`src/rtl/prog_tick_counter_if.sv`:
```
// Bundle of per-channel control strobes and status for prog_tick_counter.
// Latency: none, wires only; timing is set by the counter that uses it.
// Backpressure: none; strobes are one-cycle requests and are never stalled.
interface prog_tick_counter_if #(
  parameter int COUNTER_WIDTH = 8,
  parameter int NUM_CH        = 4
);
  logic [NUM_CH-1:0]               start;
  logic [NUM_CH-1:0]               stop;
  logic [NUM_CH-1:0]               one_shot;
  logic [NUM_CH*COUNTER_WIDTH-1:0] limit;
  logic [NUM_CH*COUNTER_WIDTH-1:0] count_out;
  logic [NUM_CH-1:0]               busy;
  logic [NUM_CH-1:0]               done;
  logic                            any_done;

  // Control logic side: issues strobes, watches status.
  modport master (
    output start, stop, one_shot, limit,
    input  count_out, busy, done, any_done
  );

  // Timer side: consumes strobes, reports status.
  modport slave (
    input  start, stop, one_shot, limit,
    output count_out, busy, done, any_done
  );
endinterface

```
`src/rtl/prog_tick_counter.sv`:
```
// Multi-channel programmable terminal-count timer, one-shot or periodic per channel.
// Latency: count=0 the edge after start; done pulses one cycle after count reaches limit.
// Backpressure: none; start/stop act on the edge they are sampled, stop > start > terminal.
module prog_tick_counter #(
  parameter int COUNTER_WIDTH = 8,
  parameter int NUM_CH        = 4
) (
  input  logic                   sys_clk,
  input  logic                   rst,
  prog_tick_counter_if.slave     bus
);

  typedef enum logic {
    IDLE = 1'b0,
    RUN  = 1'b1
  } state_t;

  state_t                                 state_q [NUM_CH];
  state_t                                 state_d [NUM_CH];
  logic [NUM_CH-1:0][COUNTER_WIDTH-1:0]   cnt_q;
  logic [NUM_CH-1:0][COUNTER_WIDTH-1:0]   cnt_d;
  logic [NUM_CH-1:0][COUNTER_WIDTH-1:0]   lim_q;
  logic [NUM_CH-1:0][COUNTER_WIDTH-1:0]   lim_d;
  logic [NUM_CH-1:0]                      mode_q;
  logic [NUM_CH-1:0]                      mode_d;
  logic [NUM_CH-1:0]                      done_q;
  logic [NUM_CH-1:0]                      done_d;
  logic [NUM_CH-1:0]                      busy_w;

  // State, count, sampled limit/mode and done registers for every channel.
  always_ff @(posedge sys_clk or posedge rst) begin
    if (rst) begin
      for (int i = 0; i < NUM_CH; i++) begin
        state_q[i] <= IDLE;
      end
      cnt_q  <= '0;
      lim_q  <= '0;
      mode_q <= '0;
      done_q <= '0;
    end else begin
      for (int i = 0; i < NUM_CH; i++) begin
        state_q[i] <= state_d[i];
      end
      cnt_q  <= cnt_d;
      lim_q  <= lim_d;
      mode_q <= mode_d;
      done_q <= done_d;
    end
  end

  // Per-channel next state: stop beats start, start beats terminal, terminal beats increment.
  always_comb begin
    state_d = state_q;
    cnt_d   = cnt_q;
    lim_d   = lim_q;
    mode_d  = mode_q;
    done_d  = '0;
    for (int i = 0; i < NUM_CH; i++) begin
      unique case (state_q[i])
        IDLE: begin
          // stop is meaningless here, so start alone decides.
          if (bus.start[i]) begin
            state_d[i] = RUN;
            cnt_d[i]   = '0;
            lim_d[i]   = bus.limit[i*COUNTER_WIDTH +: COUNTER_WIDTH];
            mode_d[i]  = bus.one_shot[i];
          end
        end
        RUN: begin
          if (bus.stop[i]) begin
            // Abort leaves the count frozen so software can see where it stopped.
            state_d[i] = IDLE;
          end else if (bus.start[i]) begin
            cnt_d[i]   = '0;
            lim_d[i]   = bus.limit[i*COUNTER_WIDTH +: COUNTER_WIDTH];
            mode_d[i]  = bus.one_shot[i];
          end else if (cnt_q[i] == lim_q[i]) begin
            // Equality is checked before incrementing, so limit = all-ones never overflows.
            done_d[i] = 1'b1;
            cnt_d[i]  = '0;
            if (mode_q[i]) begin
              state_d[i] = IDLE;
            end else begin
              lim_d[i]  = bus.limit[i*COUNTER_WIDTH +: COUNTER_WIDTH];
              mode_d[i] = bus.one_shot[i];
            end
          end else begin
            cnt_d[i] = cnt_q[i] + COUNTER_WIDTH'(1);
          end
        end
        default: begin
          state_d[i] = IDLE;
        end
      endcase
    end
  end

  // busy is a straight decode of the registered state.
  always_comb begin
    busy_w = '0;
    for (int i = 0; i < NUM_CH; i++) begin
      busy_w[i] = (state_q[i] == RUN);
    end
  end

  assign bus.count_out = cnt_q;
  assign bus.busy      = busy_w;
  assign bus.done      = done_q;
  assign bus.any_done  = |done_q;

endmodule
```
`src/flat_wrapper.sv`:
```
// flat-port wrapper written by rule: the top's interface ports become plain ports
module prog_tick_counter_flat 
#(
  parameter int COUNTER_WIDTH = 8,
  parameter int NUM_CH        = 4
)
  (sys_clk, rst, bus_start, bus_stop, bus_one_shot, bus_limit, bus_count_out, bus_busy, bus_done, bus_any_done);
  prog_tick_counter_if #(.COUNTER_WIDTH(COUNTER_WIDTH), .NUM_CH(NUM_CH)) bus_i ();
  input  logic sys_clk;
  input  logic rst;
  input wire logic [$bits(bus_i.start)-1:0] bus_start;
  input wire logic [$bits(bus_i.stop)-1:0] bus_stop;
  input wire logic [$bits(bus_i.one_shot)-1:0] bus_one_shot;
  input wire logic [$bits(bus_i.limit)-1:0] bus_limit;
  output wire logic [$bits(bus_i.count_out)-1:0] bus_count_out;
  output wire logic [$bits(bus_i.busy)-1:0] bus_busy;
  output wire logic [$bits(bus_i.done)-1:0] bus_done;
  output wire logic [$bits(bus_i.any_done)-1:0] bus_any_done;
  assign bus_i.start = bus_start;
  assign bus_i.stop = bus_stop;
  assign bus_i.one_shot = bus_one_shot;
  assign bus_i.limit = bus_limit;
  assign bus_count_out = bus_i.count_out;
  assign bus_busy = bus_i.busy;
  assign bus_done = bus_i.done;
  assign bus_any_done = bus_i.any_done;
  prog_tick_counter #(.COUNTER_WIDTH(COUNTER_WIDTH), .NUM_CH(NUM_CH)) u_core (.sys_clk(sys_clk), .rst(rst), .bus(bus_i));
endmodule
```
`config.mk`:
```
export PLATFORM = sky130hd
export DESIGN_NAME = prog_tick_counter_flat
export DESIGN_NICKNAME = d
export VERILOG_FILES = /design/src/rtl/prog_tick_counter_if.sv /design/src/rtl/prog_tick_counter.sv /design/src/flat_wrapper.sv
export SDC_FILE = /design/constraint.sdc
export NUM_CORES = 1
export LEC_CHECK = 0
export BUFFER_PORTS_ARGS = -buffer_cell sky130_fd_sc_hd__buf_2
export CORE_ASPECT_RATIO = 0.5
export CORE_MARGIN = 1
export CORE_UTILIZATION = 52
export CTS_CLUSTER_SIZE = 10
export DETAILED_ROUTE_END_ITERATION = 10
export GPL_TIMING_DRIVEN = 0
export PLACE_DENSITY = 0.87
export SYNTH_ARGS = -nofsm -noshare
export SYNTH_HDL_FRONTEND = slang
export SYNTH_SLANG_ARGS = --single-unit
```
`constraint.sdc`:
```
create_clock -name sys_clk -period 3.8 [get_ports sys_clk]
set_input_delay 0.95 -clock sys_clk [delete_from_list [all_inputs] [get_ports sys_clk]]
set_output_delay 0.95 -clock sys_clk [all_outputs]
set_load 0.02 [all_outputs]
```
Word level (Yosys, flattened, before mapping)
Cells that the tools add are included.

operators by class
  equal/unequal tests = 20
  multiplexer cells = 108
  reductions and logical operators = 13
  bitwise operators = 4
  add/subtract/negate cells = 4

operator list
  operator                                      count
  two-way mux 8 bit                             36
  one-hot mux 8 bit (2 select lines)            8
  two-way mux 1 bit                             56
  adder 8 x 1 -> 8 bit (second input constant)  4
  == test 8 bit                                 4
  != test 3 bit (second input constant)         8
  != test 2 bit (second input constant)         8
  one-hot mux 1 bit (2 select lines)            8
  AND reduction 4 bit                           4
  AND reduction 3 bit                           4
  AND reduction 2 bit                           4
  NOT 1 bit                                     4
  OR reduction 4 bit                            1

storage, ports and cells
  bits of input ports = 46
  output and inout bits = 41
  word-level logic and storage cells = 166
  flip-flop bits (word level) = 76

Longest topological paths before layout
  depth in word-level cells = 5
  depth in mapped cells = 6
  mapped depth without buffers = 6

Worst setup path after synthesis
Ideal clock, no wire load.

  path type = input-to-reg
  start = in bus_start[0]
  end = reg u_core.cnt_q (netlist bit u_core.bus.count_out[5])
  setup slack = 1.693 ns
  data arrival time = 2.038 ns
  required time = 3.731 ns
  path buffers = 1
  setup time = 0.069 ns
  stages on the path = 5
  cells stage by stage = clkbuf_1 > nand2b_1 > a21o_1 > or4_1 > nand3_1

on the way
  longest elaborated chain between the ends = 3
  elaborated cells between the ends (all ways) = 5
  classes of those cells = 1 x eq/ne; 3 x mux; 1 x reduce/logical

RTL lines
  what                                RTL line                 text
  start: declaration                  flat_wrapper.sv:11       input wire logic [$bits(bus_i.start)-1:0] bus_start;
  two-way mux 8 bit                   prog_tick_counter.sv:73  end else if (bus.start[i]) begin
  two-way mux 8 bit                   prog_tick_counter.sv:70  if (bus.stop[i]) begin
  one-hot mux 8 bit (2 select lines)  prog_tick_counter.sv:59  unique case (state_q[i])
  end signal: assignment              prog_tick_counter.sv:44  cnt_q <= cnt_d;
  end: declaration                    prog_tick_counter.sv:20  logic [NUM_CH-1:0][COUNTER_WIDTH-1:0] cnt_q;

Several ways; a longest one is shown, not always the timed one. The select of a mux whose other input is x is not followed.
A chain may end at the register's enable or synchronous reset.

Worst setup path in the final report
  start = reg u_core.done_q[0] (netlist: u_core.bus.done[0])
  end = out bus_any_done

on the way
  longest elaborated chain between the ends = 1

RTL lines
  what                      RTL line                  text
  start: declaration        prog_tick_counter.sv:26   logic [NUM_CH-1:0] done_q;
  start signal: assignment  prog_tick_counter.sv:47   done_q <= done_d;
  OR reduction 4 bit        prog_tick_counter.sv:109  assign bus.any_done = |done_q;
  end: declaration          flat_wrapper.sv:18        output wire logic [$bits(bus_i.any_done)-1:0] bus_any_done;

No other way between the ends.

==> tab_implementation.tex <==
\begin{tabular}{lr}
\hline
Metric & Value \\
\hline
\multicolumn{2}{l}{\textbf{Status}} \\
\quad Run status & complete, no violations \\
\multicolumn{2}{l}{\textbf{Routing}} \\
\quad 1st-pass router iterations & 4 \\
\quad Routed len/inst & 15.55 um \\
\quad Routed met1 length & 3863 um \\
\quad Via count & 3038 \\
\quad Detailed Route Iter0 Violations & 168 \\
\quad Met2 WL & 4162 um \\
\quad Routed wire length & 8488 um \\
\quad Number of design rule violations left after detail routing & 0 \\
\quad Uppermost layer routed & met4 \\
\quad Amount of wire on met3 after detailed routing & 307 um \\
\quad Number of nets still failing antenna checks after routing & 0 \\
\quad Vias/cell & 5.564 \\
\multicolumn{2}{l}{\textbf{Yosys}} \\
\quad Count of cell types in the netlist & 47 \\
\quad Largest area contributor in the netlist & dfrtp\_1 \\
\quad Synthesized net count & 402 \\
\quad Area contributors post-synth & dfrtp\_1 49\%, xor2\_1 7.3\%, mux2\_2 5.3\% \\
\quad Most repeated cell in the gate-level netlist after synthesis & dfrtp\_1 \\
\quad Async S/R FF share, synth & 1.000 \\
\quad Register area share after synthesis & 0.4941 \\
\quad Combined area of all synthesized cells & 3849 sq um \\
\quad Average cell area after synthesis & 10.93 sq um \\
\quad Top flip-flop cell by instance count after synthesis & dfrtp\_1 \\
\quad Number of instances in the synthesized netlist & 352 \\
\quad Area share of the leading cell type in the synthesized netlist & 0.4941 \\
\quad Total of flip-flops plus latches after synthesis & 76 \\
\quad Number of enable-type register cells in the synthesized netlist & 0 \\
\quad Most frequent cells after synthesis & 76 x dfrtp\_1, 44 x nand2\_1, 32 x xor2\_1 \\
\quad Number of warnings printed during yosys synthesis & 0 \\
\multicolumn{2}{l}{\textbf{Worst setup path}} \\
\quad Critical path required time & 2850 ps \\
\quad Worst setup EP type & output pin \\
\quad Arrival time at the worst endpoint & 1410 ps \\
\quad Critical path peak fanout & 2 \\
\quad Type of the worst setup path & reg2out \\
\quad Startpoint types & register \\
\multicolumn{2}{l}{\textbf{Floorplan}} \\
\quad Number of rows created at floorplan & 21 \\
\quad Area inside the core boundary & 6910 sq um \\
\quad Die Area & 7770 sq um \\
\quad Initial cell density of the core & 0.5569 \\
\quad Horizontal die dimension & 123.7 um \\
\quad IO Count & 87 \\
\quad Overall die height & 62.84 um \\
\multicolumn{2}{l}{\textbf{Global route}} \\
\quad Number of global-route vias before repair & 2878 \\
\quad Number of antenna violations at the first check in global routing & 0 \\
\quad Combined global-route utilization of all metal layers & 0.2358 \\
\quad Residual overflow from global routing & 0 \\
\quad First-pass GRT wire length & 14010 um \\
\quad Pin count of the biggest net entering global routing & 63 \\
\multicolumn{2}{l}{\textbf{STA}} \\
\quad Fin crit share & 0.6205 \\
\quad Slew of the pin with the lowest slew margin & 583.5 ps \\
\quad Max Freq & 0.4241 GHz \\
\quad Max-slew violation count & 0 \\
\quad Relative slew slack & 0.6084 \\
\quad Worst Clk Skew & 3.143 ps \\
\quad Post-route setup slack & 1442 ps \\
\quad Unrepaired setup endpoints after global routing & no \\
\quad Count of final hold-check violations & 0 \\
\quad Final count of negative-setup-slack endpoints & 0 \\
\quad Final Critical Period & 2358 ps \\
\multicolumn{2}{l}{\textbf{Clock tree}} \\
\quad Clock slew at the register clock pins of the worst setup and hold paths & 50 ps \\
\quad Clock tree sinks & 76 \\
\quad Number of clock buffers inserted by TritonCTS & 9 \\
\quad Cts repair resizes & 0 \\
\quad Number of buffers added to fix hold violations after cts & 0 \\
\quad Maximum buffer depth of the clock tree & 2 \\
\quad Clock tree from TritonCTS & yes \\
\quad Root Buffer Master & clkbuf\_16 \\
\quad Depth of the CTS H-tree & 3 \\
\quad Worst skew pair latency & 330 ps \\
\quad Post-CTS setup-driven buffer insertion count & 0 \\
\multicolumn{2}{l}{\textbf{Layout}} \\
\quad FF+latch area & 1902 sq um \\
\quad Layout cells sized above 1 & 0.3194 \\
\quad Synth-to-layout area growth & 22.56\% \\
\quad Area of all placed cells without fillers & 4717 sq um \\
\quad Area of the multi-input gates & 1891 sq um \\
\quad \# fillers & 548 \\
\quad Nets@finish & 499 \\
\quad Antenna diodes & 0 \\
\quad Core occupancy in the finished layout & 0.6826 \\
\multicolumn{2}{l}{\textbf{Placed design}} \\
\quad Worst-case setup slack after placement & 1389 ps \\
\quad Number of input and output port buffers inserted & 85 \\
\quad Placed inst area & 4419 sq um \\
\quad Final RePlAce weighted congestion & 0.8251 \\
\quad Detailed placement HPWL & 5989 um \\
\multicolumn{2}{l}{\textbf{Power and ir drop}} \\
\quad Leakage power figure & 2.276 nW \\
\quad Power density over the cells & 499.6 nW/um\^{}2 \\
\quad Worst supply voltage drop on vdd & 308.5 uV \\
\multicolumn{2}{l}{\textbf{Flow run}} \\
\quad MaxCap Viol Count & 0 \\
\multicolumn{2}{l}{\textbf{Worst hold path}} \\
\quad Kind of path behind the tightest hold check & reg2reg \\
\hline
\end{tabular}
worst paths after layout:
check                                         start                       end  slack, ps  cells after the start
max                              u_core.bus.done[0]              bus_any_done       1440                      2
min                                u_core.mode_q[0]        u_core.bus.busy[0]        480                      1
max reg2reg                u_core.bus.count_out[22]          u_core.lim_q[19]       1600                      5
min reg2reg                        u_core.mode_q[0]        u_core.bus.busy[0]        480                      1
max in group asynchronous                       rst  u_core.bus.count_out[19]       2710                      3
min in group asynchronous                       rst           u_core.lim_q[5]        550                      2
kinds of logic after synthesis:
logic type,count (synthesis),share of synthesized area
buffers and inverters,12,0.01463
adder cells (fa/ha/maj),4,0.01300
AND/OR/NAND/NOR,116,0.1596
XOR/XNOR,36,0.08192
multiplexers,33,0.1040
AO/OA/AOI/OAI,75,0.1326
flip-flops,76,0.4941
per-layer routing:
metal	vias to the layer above	global-route usage
met2	69	0.3743
met3	14	0.06113
met4	0	0.07831
li1	1466	-
met1	1489	0.3130
met5	-	0
through the flow:
stage / hold WS [ps] / TNS, ps / power, mW / std cells
after floorplan: 442.6 / 0 / 1.371 / 352
after global placement: 462.1 / -1975 / 1.487 / 529
after detailed placement: 473.1 / 0 / 1.517 / 530
after CTS: 481.6 / 0 / 2.373 / 546
after global routing: 520.6 / 0 / 2.469 / 546
final: 478.7 / 0 / 2.357 / 546
state kept, by name (all words and copies together), names as in the netlist:
register and flops:
u_core.bus.busy 4, u_core.bus.count_out 32, u_core.bus.done 4, u_core.lim_q 32
u_core.mode_q 4
layout by cell type, fill, tap and decap left out, drive strengths merged, types with 10 or more instances in the layout:
cell type and instances:
a21oi 19, buf 90, clkbuf 19, dfrtp 76
mux2 32, nand2 44, nand3 14, nor4 10
o21ai 24, xor2 32
final cells by class:
cell class                 instances  share of cell area
sequential                        76              0.4032
tap                               92             0.02440
clock buffer                      15             0.05676
buffer                             8            0.008753
inverter                           4            0.003714
multi-input combinational        264              0.4008
clock inverter                     1            0.006366
timing repair buffer              86             0.09602
where the power goes:
group	total [mW]	switching (mW)	internal (mW)
Combinational	0.467	0.243	0.224
Clock	0.849	0.304	0.545
Sequential	1.04	0.111	0.930
Total	2.36	0.658	1.70
worst max-delay path: stages (launching register included):
cell and delay, ps:
dfrtp_1 400, or4_1 510, buf_2 170
(Power assumes the default switching activity.)
